**config.mk**
```make
export PLATFORM = sky130hd
export DESIGN_NAME = decode_stage_pipelined
export DESIGN_NICKNAME = d
export VERILOG_FILES = /design/src/rtl/decode_stage_pipelined.sv
export SDC_FILE = /design/constraint.sdc
export NUM_CORES = 2
export LEC_CHECK = 0
export CELL_PAD_IN_SITES_DETAIL_PLACEMENT = 1
export CELL_PAD_IN_SITES_GLOBAL_PLACEMENT = 1
export CORE_UTILIZATION = 51
export CTS_BUF_LIST = sky130_fd_sc_hd__clkbuf_4
export DETAILED_ROUTE_END_ITERATION = 7
export PLACE_DENSITY_LB_ADDON = 0.1
export SKIP_LAST_GASP = 1
export SLEW_MARGIN = 20
export SYNTH_ARGS = -nofsm -noshare
export SYNTH_HDL_FRONTEND = slang
export SYNTH_SLANG_ARGS = --single-unit
```
**constraint.sdc**
```tcl
create_clock -name clk -period 104.1 [get_ports clk]
set_input_delay 15.615 -clock clk [delete_from_list [all_inputs] [get_ports clk]]
set_output_delay 15.615 -clock clk [all_outputs]
set_load 0.05 [all_outputs]
```
**src/rtl/decode_stage_pipelined.sv**
```systemverilog
// Registered instruction-decode stage: control decode, immediate generation,
// register file with optional writeback bypass, and a valid/ready ID/EX register.
module decode_stage_pipelined #(
    parameter int XLEN     = 64,
    parameter int NUM_REGS = 32,
    parameter int BYPASS   = 1
) (
    input  logic            clk,
    input  logic            reset,
    input  logic            flush,
    input  logic            in_valid,
    output logic            in_ready,
    input  logic [31:0]     inst,
    input  logic            wb_en,
    input  logic [4:0]      wb_rd,
    input  logic [XLEN-1:0] wb_data,
    output logic            out_valid,
    input  logic            out_ready,
    output logic [XLEN-1:0] rs1_data,
    output logic [XLEN-1:0] rs2_data,
    output logic [XLEN-1:0] imm_out,
    output logic [4:0]      rd_out,
    output logic [1:0]      alu_op,
    output logic            alu_src,
    output logic            branch,
    output logic            mem_read,
    output logic            mem_write,
    output logic            mem_to_reg,
    output logic            reg_write,
    output logic            illegal
);

    localparam logic [6:0] OPC_R      = 7'b0110011;
    localparam logic [6:0] OPC_I_ALU  = 7'b0010011;
    localparam logic [6:0] OPC_LOAD   = 7'b0000011;
    localparam logic [6:0] OPC_STORE  = 7'b0100011;
    localparam logic [6:0] OPC_BRANCH = 7'b1100011;

    typedef enum logic {
        EMPTY = 1'b0,
        FULL  = 1'b1
    } state_t;

    typedef struct packed {
        logic [XLEN-1:0] rs1;
        logic [XLEN-1:0] rs2;
        logic [XLEN-1:0] imm;
        logic [4:0]      rd;
        logic [1:0]      alu_op;
        logic            alu_src;
        logic            branch;
        logic            mem_read;
        logic            mem_write;
        logic            mem_to_reg;
        logic            reg_write;
        logic            illegal;
    } bundle_t;

    state_t          state_q, state_d;
    bundle_t         bundle_q, bundle_d, dec_s;
    logic [XLEN-1:0] regs_q [NUM_REGS];
    logic [XLEN-1:0] rs1_arr_s, rs2_arr_s;
    logic [4:0]      rs1_idx_s, rs2_idx_s;
    logic            transfer_s;
    logic            unused_funct3_s;

    // Index is architecturally backed (not x0, below NUM_REGS).
    function automatic logic idx_valid(input logic [4:0] idx);
        return (idx != 5'd0) && ({27'd0, idx} < 32'(NUM_REGS));
    endfunction

    assign rs1_idx_s       = inst[19:15];
    assign rs2_idx_s       = inst[24:20];
    assign unused_funct3_s = ^inst[14:12];

    assign in_ready   = ((state_q == EMPTY) || out_ready) && !flush;
    assign transfer_s = in_valid && in_ready;

    // Register file: x0 and out-of-range indices never take a write.
    always_ff @(posedge clk or posedge reset) begin
        if (reset) begin
            for (int i = 0; i < NUM_REGS; i++) begin
                regs_q[i] <= '0;
            end
        end else begin
            for (int i = 1; i < NUM_REGS; i++) begin
                if (wb_en && (wb_rd == 5'(i))) begin
                    regs_q[i] <= wb_data;
                end else begin
                    regs_q[i] <= regs_q[i];
                end
            end
        end
    end

    // Combinational register reads; unmatched indices fall through to zero.
    always_comb begin
        rs1_arr_s = '0;
        rs2_arr_s = '0;
        for (int i = 1; i < NUM_REGS; i++) begin
            rs1_arr_s = (rs1_idx_s == 5'(i)) ? regs_q[i] : rs1_arr_s;
            rs2_arr_s = (rs2_idx_s == 5'(i)) ? regs_q[i] : rs2_arr_s;
        end
    end

    // Control decode, immediate generation and operand selection with bypass.
    always_comb begin
        dec_s         = '0;
        dec_s.rd      = inst[11:7];
        case (inst[6:0])
            OPC_R: begin
                dec_s.reg_write = 1'b1;
                dec_s.alu_op    = 2'b10;
            end
            OPC_I_ALU: begin
                dec_s.alu_src   = 1'b1;
                dec_s.reg_write = 1'b1;
                dec_s.alu_op    = 2'b10;
                dec_s.imm       = {{(XLEN-12){inst[31]}}, inst[31:20]};
            end
            OPC_LOAD: begin
                dec_s.alu_src    = 1'b1;
                dec_s.mem_to_reg = 1'b1;
                dec_s.reg_write  = 1'b1;
                dec_s.mem_read   = 1'b1;
                dec_s.alu_op     = 2'b00;
                dec_s.imm        = {{(XLEN-12){inst[31]}}, inst[31:20]};
            end
            OPC_STORE: begin
                dec_s.alu_src   = 1'b1;
                dec_s.mem_write = 1'b1;
                dec_s.alu_op    = 2'b00;
                dec_s.imm       = {{(XLEN-12){inst[31]}}, inst[31:25], inst[11:7]};
            end
            OPC_BRANCH: begin
                dec_s.branch = 1'b1;
                dec_s.alu_op = 2'b01;
                dec_s.imm    = {{(XLEN-13){inst[31]}}, inst[31], inst[7],
                                inst[30:25], inst[11:8], 1'b0};
            end
            default: begin
                dec_s.illegal = 1'b1;
            end
        endcase
        if ((BYPASS != 0) && wb_en && (wb_rd == rs1_idx_s) && idx_valid(rs1_idx_s)) begin
            dec_s.rs1 = wb_data;
        end else begin
            dec_s.rs1 = rs1_arr_s;
        end
        if ((BYPASS != 0) && wb_en && (wb_rd == rs2_idx_s) && idx_valid(rs2_idx_s)) begin
            dec_s.rs2 = wb_data;
        end else begin
            dec_s.rs2 = rs2_arr_s;
        end
    end

    // Occupancy FSM and bundle load; a stalled bundle keeps its captured operands.
    always_comb begin
        state_d  = state_q;
        bundle_d = bundle_q;
        if (transfer_s) begin
            bundle_d = dec_s;
        end else begin
            bundle_d = bundle_q;
        end
        case (state_q)
            EMPTY: begin
                if (transfer_s) begin
                    state_d = FULL;
                end else begin
                    state_d = EMPTY;
                end
            end
            FULL: begin
                if (flush) begin
                    state_d = EMPTY;
                end else if (transfer_s) begin
                    state_d = FULL;
                end else if (out_ready) begin
                    state_d = EMPTY;
                end else begin
                    state_d = FULL;
                end
            end
            default: begin
                state_d = EMPTY;
            end
        endcase
    end

    // ID/EX pipeline register.
    always_ff @(posedge clk or posedge reset) begin
        if (reset) begin
            state_q  <= EMPTY;
            bundle_q <= '0;
        end else begin
            state_q  <= state_d;
            bundle_q <= bundle_d;
        end
    end

    assign out_valid  = (state_q == FULL);
    assign rs1_data   = bundle_q.rs1;
    assign rs2_data   = bundle_q.rs2;
    assign imm_out    = bundle_q.imm;
    assign rd_out     = bundle_q.rd;
    assign alu_op     = bundle_q.alu_op;
    assign alu_src    = bundle_q.alu_src;
    assign branch     = bundle_q.branch;
    assign mem_read   = bundle_q.mem_read;
    assign mem_write  = bundle_q.mem_write;
    assign mem_to_reg = bundle_q.mem_to_reg;
    assign reg_write  = bundle_q.reg_write;
    assign illegal    = bundle_q.illegal;

endmodule

```
==> results.sh <==
export IMPL_rrSetupSlack_ns=100.42
export IMPL_dp_slack_ns=71.35
export IMPL_place_gp_congestion=1.029
export IMPL_die_w_um=478.3
export IMPL_hpwl_um=423900
export IMPL_synthCells=10810
export IMPL_grt_max_degree=168
export IMPL_drt_wirelength_per_cell_um=44.85
export IMPL_globalRouteTotalUtil_pct=55.66
export IMPL_grt_pass1_wl_um=892700
export IMPL_syn_area_sq_um=115700
export IMPL_vias_per_cell=7.735
export IMPL_setup_viol=0
export IMPL_drtPass1Iterations=8
export IMPL_total_power_mw=2.493
export IMPL_grt_overflow=0
export IMPL_clk_pin_slew_ns=0.07
export IMPL_synthAdderAreaFrac_pct=0
export IMPL_fin_worst_skew_ns=0.08986
export IMPL_clk_latency_ns=1.59
export IMPL_numPortBuffers=311
export IMPL_cts_buffer_depth=4
export IMPL_reg2reg_from="out_valid"
export IMPL_antenna_found_initial=65
export IMPL_clock_fmax_mhz=30.54
export IMPL_synth_xor_area_share_pct=0.06056
export IMPL_layout_common_cells="2137 x dfrtp_1, 2041 x mux2_2, 902 x clkbuf_4"
export IMPL_postCtsSetupBuffers=0
export IMPL_syn_to_final_growth_pct=11.89
export IMPL_synth_area_mux_share_pct=22.55
export IMPL_yosysWarnings=0
export IMPL_via_count=112200
export IMPL_postCtsHoldBufs=0
export IMPL_ys_flop_type="dfrtp_1"
export IMPL_vdd_ir_drop_max_uv=14.03
export IMPL_p_leak_nw=55.92
export IMPL_whs_path_depth=2
export IMPL_hold_path_end="rs2_data[3]"
export IMPL_antenna_left=0
export IMPL_slew_headroom_pct=6.091
export IMPL_final_common_cell="dfrtp_1"
export IMPL_drive_gt1_share_pct=32.55
export IMPL_start_kind="input pin"
export IMPL_status="complete, but fails checks"
export IMPL_violations="design-rule violations"
export IMPL_reg2reg_to="rs1_data[46]"
export IMPL_num_rows=174
export IMPL_ios=315
export IMPL_ys_seq_area_share_pct=46.25
export IMPL_cts_resized=0
export IMPL_required_ns=88.49
export IMPL_ys_ff_latch=2138
export IMPL_async_flop_share_pct=100.0
export IMPL_drv_slew=0
export IMPL_die_h_um=478.3
export IMPL_worst_pin_slew_ns=1.403
export IMPL_cts_tree="built"
export IMPL_synth_distinct_cells=104
export IMPL_drt_wl_total_um=650300
export IMPL_cp_max_fo=3
export IMPL_largest_register="regs_q"
export IMPL_drt_iter0_drc=18600
export IMPL_maxCapViolCount=0
export IMPL_largest_reg_flops=1984
export IMPL_clock_sinks=2138
export IMPL_drc=291
export IMPL_fin_nets=11170
export IMPL_synth_simple_area_share_pct=7.006
export IMPL_min_period_over_period_pct=31.46
export IMPL_setup_tns_ns=0
export IMPL_crit_path_end_kind="output port"
export IMPL_synth_top_family_by_area="multiplexers"
export IMPL_clock_tree_root_cell="clkbuf_4"
export IMPL_synth_edf_count=0
export IMPL_htreeDepth=6
export IMPL_coreArea_sq_um=225100
export IMPL_min_delay_start="rs2_data[3]"
export IMPL_fin_ws_ns=71.35
export IMPL_hp_class="reg -> reg"
export IMPL_syn_nets=10920
export IMPL_synth_area_per_cell_sq_um=10.70
export IMPL_synth_compound_area_share_pct=19.39
export IMPL_grt_pass1_vias=109300
export IMPL_path_class="in -> out"
export IMPL_reg2reg_depth=8
export IMPL_power_density_nw_per_um2=19.26
export IMPL_die_area_sq_um=228800
export IMPL_final_cells=14500
export IMPL_cts_inserted_buffers=628
export IMPL_initial_core_util_pct=51.39
export IMPL_dp_cells=13420
export IMPL_rsz0062_at_grt="no"
export IMPL_worstPathArrival_ns=17.13
export IMPL_hold_viol=0
export IMPL_period_needed_ns=32.75
power by group:
part | total [mW] | switching [mW] | leakage (nW) | internal [mW]
combinational | 0.522 | 0.316 | 24.1 | 0.206
clock | 0.828 | 0.401 | 4.57 | 0.428
sequential | 1.14 | 0.151 | 27.3 | 0.992
cell usage after synthesis, drive strengths merged, types with 37 or more instances:
| cell | number | area share (%) |
|---|---|---|
| nor3 | 135 | 0.59 |
| a22oi | 351 | 2.3 |
| o21a | 48 | 0.31 |
| o22ai | 298 | 1.6 |
| nor2 | 457 | 1.5 |
| buf | 503 | 2.5 |
| nand3 | 191 | 0.84 |
| a221o | 38 | 0.33 |
| nand2b | 39 | 0.21 |
| a21oi | 737 | 3.2 |
| a221oi | 153 | 1.2 |
| a21o | 37 | 0.24 |
| o221ai | 149 | 1.1 |
| o211ai | 86 | 0.56 |
| dfrtp | 2138 | 46 |
| o21ai | 906 | 3.9 |
| a31oi | 80 | 0.43 |
| mux2 | 2041 | 20 |
| a22o | 85 | 0.64 |
| nand2 | 554 | 1.8 |
| mux2i | 256 | 2.2 |
| o2bb2ai | 47 | 0.36 |
| and3 | 76 | 0.41 |
| nor2b | 40 | 0.22 |
| a211oi | 93 | 0.60 |
| clkbuf | 669 | 2.2 |
layer usage:
layer,vias to the layer above,GRT usage [%],part of all wire [%]
met4,58,37.14,7.8
met2,10660,70.23,38
met3,2723,32.94,18
met1,57080,70.05,36
li1,41630,-,-
met5,-,1.239,0.098
how the worst max path moves through the flow:
| stage | startpoint | end | slack (ns) | depth (start not counted) |
|---|---|---|---|---|
| 3_3_place_gp | out_ready | in_ready | 71.41 | 4 |
| 2_1_floorplan | reset | alu_op[0] | 28.08 | 1 |
| 6_report | out_ready | in_ready | 71.35 | 4 |
| 3_5_place_dp | out_ready | in_ready | 71.35 | 4 |
| 4_1_cts | out_ready | in_ready | 71.34 | 4 |
| 5_1_grt | out_ready | in_ready | 71.35 | 4 |
area by class of cell:
| class | instances | area [sq um] |
|---|---|---|
| clock inverter | 121 | 838.3 |
| clock buffer | 902 | 6771 |
| multi-input combinational | 7473 | 57510 |
| tap | 2992 | 3744 |
| timing repair buffer | 786 | 6799 |
| inverter | 31 | 133.9 |
| sequential | 2138 | 53500 |
| antenna | 57 | 142.6 |
| fill | 24040 | 95670 |
cell families after synthesis:
family / count (synthesis)
muxes: 2321
buffers and inverters: 1203
xor gates and xnor gates: 8
AOI/OAI and AO/OA: 3443
DFF: 2138
and+or+nand+nor: 1701
critical path: stages:
cell and delay [ns]:
clkdlybuf4s50_1 0.46, nor2b_1 0.07, nor2_1 0.16, clkdlybuf4s50_1 0.83
per-stage QoR:
step | utilization (%) | instance area [sq um] | hold WS, ns
after floorplan | - | 115700 | 0.4881
after global placement | 54.00 | 121600 | 0.4547
after detailed placement | 54.02 | 121600 | 0.4716
after CTS | 57.40 | 129200 | 0.4873
after global routing | 57.45 | 129300 | 0.5000
final | 57.50 | 129400 | 0.4850
No activity file was read; power rests on OpenSTA's default activity.
